File: config.mk
export PLATFORM = sky130hd
export DESIGN_NAME = fifo_move_reader
export DESIGN_NICKNAME = d
export VERILOG_FILES = /design/src/rtl/fifo_move_reader.sv
export SDC_FILE = /design/constraint.sdc
export NUM_CORES = 1
export LEC_CHECK = 0
export CORE_MARGIN = 2
export CORE_UTILIZATION = 35
export CTS_CLUSTER_SIZE = 25
export DETAILED_ROUTE_END_ITERATION = 10
export GPL_TIMING_DRIVEN = 0
export PLACE_DENSITY_LB_ADDON = 0.1
export SLEW_MARGIN = 20
export SYNTH_ARGS = -nofsm -noshare
export SYNTH_HDL_FRONTEND = slang
export SYNTH_SLANG_ARGS = --single-unit
File: constraint.sdc
create_clock -name clk -period 1.9 [get_ports clk]
set_input_delay 0.38 -clock clk [delete_from_list [all_inputs] [get_ports clk]]
set_output_delay 0.38 -clock clk [all_outputs]
set_load 0.005 [all_outputs]
File: src/rtl/fifo_move_reader.sv
// fifo_move_reader: consumer side of the move FIFO. It pops one 2-bit cube-move
// code at a time and plays it out as a burst of STEP pulses with a fixed DIR,
// followed by a settle gap before the next pop.
// Optional build macro: MOVE_CNT_EN adds a wrapping count of completed moves
// on move_cnt. Without it, move_cnt is constant zero.
//
// state   | meaning
// IDLE    | waiting for enable=1 with a non-empty FIFO
// READ    | one-cycle rd strobe to the FIFO
// LATCH   | din valid; decode code, load dir and pulse count
// STEP_HI | STEP high phase of one pulse
// STEP_LO | STEP low phase; after the last pulse go to SETTLE
// SETTLE  | post-move settle gap, done pulses on exit
module fifo_move_reader #(
    parameter int DW       = 2,
    parameter int STEPS_Q  = 50,
    parameter int PULSE_HI = 4,
    parameter int PULSE_LO = 4,
    parameter int SETTLE   = 16
) (
    input  logic          clk,
    input  logic          reset,
    input  logic          enable,
    input  logic          empty,
    input  logic [DW-1:0] din,
    output logic          rd,
    output logic          step,
    output logic          dir,
    output logic          busy,
    output logic          done,
    output logic [7:0]    move_cnt
);

    localparam int TMAX_HL = (PULSE_HI > PULSE_LO) ? PULSE_HI : PULSE_LO;
    localparam int TMAX    = (TMAX_HL > SETTLE) ? TMAX_HL : SETTLE;
    localparam int RW      = $clog2(2 * STEPS_Q + 1);
    localparam int TW      = $clog2(TMAX + 1);

    localparam logic [2:0] S_IDLE    = 3'd0;
    localparam logic [2:0] S_READ    = 3'd1;
    localparam logic [2:0] S_LATCH   = 3'd2;
    localparam logic [2:0] S_STEP_HI = 3'd3;
    localparam logic [2:0] S_STEP_LO = 3'd4;
    localparam logic [2:0] S_SETTLE  = 3'd5;

    // Timers are down-counters loaded with length-1; a phase ends at zero.
    localparam logic [TW-1:0] T_HI     = TW'(PULSE_HI - 1);
    localparam logic [TW-1:0] T_LO     = TW'(PULSE_LO - 1);
    localparam logic [TW-1:0] T_SETTLE = TW'(SETTLE - 1);
    localparam logic [RW-1:0] N_QUART  = RW'(STEPS_Q);
    localparam logic [RW-1:0] N_HALF   = RW'(2 * STEPS_Q);

    logic [2:0]    state_q, state_d;
    logic [TW-1:0] timer_q, timer_d;
    logic [RW-1:0] remaining_q, remaining_d;
    logic          dir_q, dir_d;
    logic          rd_q, rd_d;
    logic          step_q, step_d;
    logic          busy_q, busy_d;
    logic          done_q, done_d;

    // Next-state, timer and pulse-count logic for the move sequencer.
    always_comb begin
        state_d     = state_q;
        timer_d     = timer_q;
        remaining_d = remaining_q;
        dir_d       = dir_q;
        done_d      = 1'b0;
        case (state_q)
            S_IDLE: begin
                if (enable && !empty) state_d = S_READ;
            end
            S_READ: begin
                state_d = S_LATCH;
            end
            S_LATCH: begin
                timer_d = T_HI;
                state_d = S_STEP_HI;
                case (din[1:0])
                    2'b01: begin
                        dir_d       = 1'b1;
                        remaining_d = N_QUART;
                    end
                    2'b10: begin
                        dir_d       = 1'b0;
                        remaining_d = N_QUART;
                    end
                    2'b11: begin
                        dir_d       = 1'b1;
                        remaining_d = N_HALF;
                    end
                    default: begin
                        // no-op move: complete immediately, dir untouched
                        state_d = S_IDLE;
                        done_d  = 1'b1;
                    end
                endcase
            end
            S_STEP_HI: begin
                if (timer_q == '0) begin
                    timer_d = T_LO;
                    state_d = S_STEP_LO;
                end else begin
                    timer_d = timer_q - TW'(1);
                end
            end
            S_STEP_LO: begin
                if (timer_q == '0) begin
                    remaining_d = remaining_q - RW'(1);
                    if (remaining_q == RW'(1)) begin
                        timer_d = T_SETTLE;
                        state_d = S_SETTLE;
                    end else begin
                        timer_d = T_HI;
                        state_d = S_STEP_HI;
                    end
                end else begin
                    timer_d = timer_q - TW'(1);
                end
            end
            S_SETTLE: begin
                if (timer_q == '0) begin
                    state_d = S_IDLE;
                    done_d  = 1'b1;
                end else begin
                    timer_d = timer_q - TW'(1);
                end
            end
            default: begin
                state_d = S_IDLE;
            end
        endcase
    end

    // Outputs are decoded from the next state so every pin comes from a flop.
    always_comb begin
        rd_d   = (state_d == S_READ);
        step_d = (state_d == S_STEP_HI);
        busy_d = (state_d != S_IDLE);
    end

    // State and output registers; reset abandons any move in progress.
    always_ff @(posedge clk or posedge reset) begin
        if (reset) begin
            state_q     <= S_IDLE;
            timer_q     <= '0;
            remaining_q <= '0;
            dir_q       <= 1'b0;
            rd_q        <= 1'b0;
            step_q      <= 1'b0;
            busy_q      <= 1'b0;
            done_q      <= 1'b0;
        end else begin
            state_q     <= state_d;
            timer_q     <= timer_d;
            remaining_q <= remaining_d;
            dir_q       <= dir_d;
            rd_q        <= rd_d;
            step_q      <= step_d;
            busy_q      <= busy_d;
            done_q      <= done_d;
        end
    end

    assign rd   = rd_q;
    assign step = step_q;
    assign dir  = dir_q;
    assign busy = busy_q;
    assign done = done_q;

`ifdef MOVE_CNT_EN
    logic [7:0] move_cnt_q, move_cnt_d;

    // Completed-move count, advancing with each done pulse and wrapping at 8 bits.
    always_comb begin
        move_cnt_d = move_cnt_q;
        if (done_d) move_cnt_d = move_cnt_q + 8'd1;
    end

    // Move counter register.
    always_ff @(posedge clk or posedge reset) begin
        if (reset) move_cnt_q <= 8'd0;
        else       move_cnt_q <= move_cnt_d;
    end

    assign move_cnt = move_cnt_q;
`else
    assign move_cnt = 8'd0;
`endif

endmodule
# After elaboration in Yosys (flattened, before gate mapping)
# Cells that the tools add are included.
dict set report totals {
  reg_bits 20
  input_bits 6
  out_inout_bits 13
  elab_cells 57
}
dict set report classes {
  add_sub_neg 2
  eq_ne 14
  muxes 19
  n_reduce_logical 14
}
# op n
set op_table {}
lappend op_table {{$pmux 7 s2} 2}
lappend op_table {{$pmux 5 s4} 1}
lappend op_table {{$pmux 3 s6} 1}
lappend op_table {{$mux 3} 5}
lappend op_table {{$mux 5} 3}
lappend op_table {{$eq 3x2->1 const B} 3}
lappend op_table {{$eq 7x1->1 const B} 1}
lappend op_table {{$mux 7} 1}
lappend op_table {{$sub 7x1->7 const B} 1}
lappend op_table {{$eq 3x1->1 const B} 2}
lappend op_table {{$eq 3x3->1 const B} 2}
lappend op_table {{$logic_not 5->1} 1}
lappend op_table {{$sub 5x1->5 const B} 1}
lappend op_table {{$eq 2x2->1 const B} 2}
lappend op_table {{$mux 4} 1}
lappend op_table {{$ne 2x2->1 const B} 2}
lappend op_table {{$pmux 1 s2} 2}
lappend op_table {{$reduce_and 2->1} 2}
lappend op_table {{$reduce_bool 2->1} 2}
lappend op_table {{$reduce_bool 4->1} 1}
lappend op_table {{$reduce_or 2->1} 2}
lappend op_table {{$logic_not 3->1} 1}
lappend op_table {{$ne 3x3->1 const B} 1}
lappend op_table {{$reduce_and 3->1} 1}
lappend op_table {{other kinds (7)} 8}

# Longest topological paths before layout
dict set report logic_depth {
  word_depth 5
  mapped_depth 8
}

# Worst setup path before layout
# Ideal clock, no wire load.
dict set report synth_path {
  kind {reg-to-reg}
  start {register state_q[1]}
  end {register timer_q[3]}
  setup_ns 0.096
  arrival_time_ns 1.639
  required_time_ns 1.804
  path_slack_ns 0.165
  path_stages_with_launch 8
  n_path_buf 1
  cell_sequence {dfrtp_1 buf_2 inv_1 ha_1 o21bai_1 a2111oi_0 a21oi_1 o31ai_1}
}
dict set report synth_via {
  elab_chain_len 3
  elab_cells_between_ends 8
  classes_between {eq/ne (5); mux (1); reduce/logical (2)}
}
# item line
set synth_lines {}
lappend synth_lines {{start, declared} 53} ;# logic [2:0] state_q, state_d;
lappend synth_lines {{start signal, assigned} 154} ;# state_q <= state_d;
lappend synth_lines {{$eq 3x3->1 / $eq 3x2->1 (equally long branches)} 69} ;# case (state_q)
lappend synth_lines {{$reduce_bool 4->1 (no line) / $ne 2x2->1 (equally long branches)} -}
lappend synth_lines {{$reduce_and 2->1 (no line)} -}
lappend synth_lines {{end signal, assigned} 155} ;# timer_q <= timer_d;
lappend synth_lines {{end, declared} 54} ;# logic [TW-1:0] timer_q, timer_d;
# Several ways; a longest one is shown, not always the timed one.
# A chain may end at the register's enable or synchronous reset.

# Worst setup path in the final report
dict set report layout_path {
  start {register timer_q[0]}
  end {register step_q (netlist: step)}
}
dict set report layout_via {
  elab_chain_len 4
  elab_cells_between_ends 6
  classes_between {eq/ne (1); mux (4); reduce/logical (1)}
}
# item line
set layout_lines {}
lappend layout_lines {{$logic_not 5->1 (*)} {100, 108, 122}}
lappend layout_lines {{$mux 3, on equally long branches} {122, 100, 108}}
lappend layout_lines {{$pmux 3 s6 (*)} 69}
lappend layout_lines {{$eq 3x2->1 (*)} 138} ;# step_d = (state_d == S_STEP_HI);
lappend layout_lines {{named net step_d} 58} ;# logic step_q, step_d;
lappend layout_lines {{end signal, assigned} 159} ;# step_q <= step_d;
lappend layout_lines {{end, declared} 58}
# The timed path passes the listed nets; every way through them passes the cells marked *.

==> metrics.csv <==
metric,value,unit
initial DRC count,42,
fraction of layout cells with a size suffix above 1,22.58,%
count of cell types in the netlist,46,
initial core utilization,35.77,%
core area,0.003943,mm2
Post-Place Cells,225,
cell chain of the critical path,inv_2 -> ha_4 -> nor4b_4 -> buf_4 -> nor2_1 -> a21oi_1 -> o22a_1 -> and2b_1,
area grow syn2layout,23.69,%
Synth Register Bits,20,
Gate Count Post-Synth,158,
Setup CP Type,reg2reg,
die height,67.48,um
drt first pass iters,4,
Port-buffer cells,10,
DR WL/cell,12.89,um
Final Wtd Congestion,0.8269,
area share of fa/ha/maj cells after synthesis,7.986,%
Worst Clk Skew,13.34,ps
via total after detailed routing,1165,
Final Net Count,202,
crit path time final,1804,ps
WP data required,2040,ps
setup TNS,0,ps
Die X,67.48,um
CTS sink cnt,20,
Overflow after GRT,0,
maximum VDD drop,568.0,uV
sequential share of the synthesized area,35.49,%
HP Class,reg2reg,
"Core Util, Final",44.24,%
CTS Buffer Depth,2,
CP bufs+invs,2,
largest family of logic cells by synthesized area,simple AND/OR/NAND/NOR gates,
fin. max-slew vios,0,
Mean Syn Cell Area,8.925,um2
Fin. Hold Viols,0,
number of synthesized flops with an enable pin,0,
Final Cycle Share,94.97,%
vias in the first global route,1193,
"Hold-fix buffers, CTS",0,
Max Clk Rate,554.2,MHz
Main synth FF type,dfrtp_1,
Post-Syn Area,0.001410,mm2
static leakage,0.7685,nW
"critical path fanouts, max",5,
max-cap violation count,0,
CP startpoint kind,register,
num rows,23,
Synth Area in Simple Gates,23.69,%
Worst Max-Slew Pin Slew,772.5,ps
compound-cell area share of the yosys netlist,20.23,%
clk slew on worst S/H paths,80,ps
Antenna Nets Post-Route,0,
fill count,401,
post-synthesis mux area share,0.7098,%
Worst-Skew Late Latency,260,ps
largest net degree at the start of global routing,21,
die area,0.004553,mm2
WL final,3043,um
H-tree levels,1,
Post-synth ARST share,100.0,%
detailed placement HPWL,2196,um
routed vias/inst,4.936,
CTS buffer count,3,
Worst path slowest cell,dfrtp_1,
"CP delay by family, top",simple AND/OR/NAND/NOR gates,
first-pass GRT wire length,5168,um
crit-path max cell delay,420,ps
Crit. End Element,register,
DRC violations left,0,
RSZ-0062 raised after global routing,true,
# setup viols final,0,
Root Driver,clkbuf_8,
Synth Area in XOR/XNOR,1.242,%
status,"finished, final reports clean",
initial antenna violation count,0,
Total Power Consumption,2.306,mW
Fin Hold WS,523.0,ps
CTS tree,built,
yosys warns,0,
Worst Path Arrival,1950,ps
Ports,19,
ant diodes,0,
PwrDens,1322,mW/mm2
Slew HR,48.44,%
global-route usage over all layers,14.81,%
Finished Layout Cells,236,
[worst paths after layout]
path                                start             end  slack (ps)  cells after the start
hold reg to reg            remaining_q[5]  remaining_q[5]         520                      2
hold / removal             remaining_q[5]  remaining_q[5]         520                      2
setup / recovery               timer_q[0]            step         100                      8
min in group asynchronous           reset      state_q[1]         550                      2
max in group asynchronous           reset              rd         860                      2
setup reg to reg               timer_q[0]            step         100                      8
[logic make-up after synthesis]
kind of cell | count (synthesis)
adder cells (fa/ha/maj) | 9
AND/OR/NAND/NOR | 58
XOR/XNOR | 2
flip-flops | 20
AO/OA/AOI/OAI | 42
multiplexers | 1
other | 1
buffers and inverters | 25
[report_power, final]
| part | internal (mW) | leakage [nW] | switching, mW |
|---|---|---|---|
| Clock | 0.185 | 0.0288 | 0.144 |
| Sequential | 0.581 | 0.245 | 0.122 |
| Combinational | 0.621 | 0.495 | 0.654 |
| Total | 1.39 | 0.768 | 0.920 |
[registers in the layout (all words and copies together), names as in the netlist]
signal,count
remaining_q,7
timer_q,5
state_q,3
busy,1
dir,1
done,1
rd,1
step,1
[routing by layer]
metal  vias to the layer above  part of all wire (%)  global-route usage [%]
met5                         -                     0                       0
met4                         0                   1.7                   4.337
met3                         6                   2.2                   3.167
met2                        13                    49                   25.00
met1                       553                    47                   18.92
li1                        593                     -                       -
[worst min-delay path: stages (launching register included)]
cell     delay, ps
dfrtp_1        360
xor2_1          70
nand2_1         60
[cell type report]
class                   count  area, um2  area share (%)
well taps                  50      62.56           3.587
flip-flops and latches     20      500.5           28.69
clock buffers               4      55.05           3.156
inverters                  10      37.54           2.152
plain buffers              15      118.9           6.815
multi-input cells         120      819.5           46.99
repair buffers             17      150.1           8.608
[synthesized netlist by cell type, types with 2 or more instances]
cell	count	area, um2
o31ai_1	2	15.01
nor3_1	4	20.02
o21ai_1	3	15.01
nor2b_1	2	12.51
nand3_1	6	30.03
a31oi_1	2	12.51
xor2_1	2	17.52
nor3b_2	2	25.02
and3b_1	2	17.52
nor2_1	12	45.04
buf_4	11	82.58
nand2_1	16	60.06
o21a_1	2	15.01
nand2b_1	3	18.77
inv_1	10	37.54
buf_2	3	15.01
o21ai_0	5	25.02
a21oi_1	12	60.06
o22a_1	2	17.52
o22ai_1	3	18.77
dfrtp_1	20	500.5
ha_1	9	112.6
a22o_1	2	17.52
[repair_timing]
action | CTS | global route
cloned | 0 | 0
gates resized for setup | 9 | 5
setup buffers | 4 | 3
pin swaps | 3 | 2
endpoints found under the setup margin | 8 | 6
[through the flow]
stage	instance area [um2]	setup WS (ps)
after floorplan	1436	165.0
after global placement	1599	-376.6
after detailed placement	1599	-418.3
after CTS	1704	23.57
after global routing	1744	-0.9155
final	1744	95.52
[placed cells by master (no fill, tap or decap), types with 2 or more instances in the layout]
cell	n
dfrtp_1	20
buf_4	16
nand2_1	16
nor2_1	12
a21oi_1	12
conb_1	8
clkdlybuf4s50_1	8
inv_1	7
ha_1	7
nand3_1	6
o21ai_0	5
nor3_1	4
clkbuf_8	4
buf_6	3
inv_2	3
o21ai_1	3
nand2b_1	3
o22ai_1	3
and3b_1	2
buf_2	2
o22a_1	2
a31oi_1	2
nor3b_2	2
a22o_1	2
xor2_1	2
o21a_1	2
nor2b_1	2
o31ai_1	2
dlygate4sd2_1	2
No activity file was read; power rests on OpenSTA's default activity.
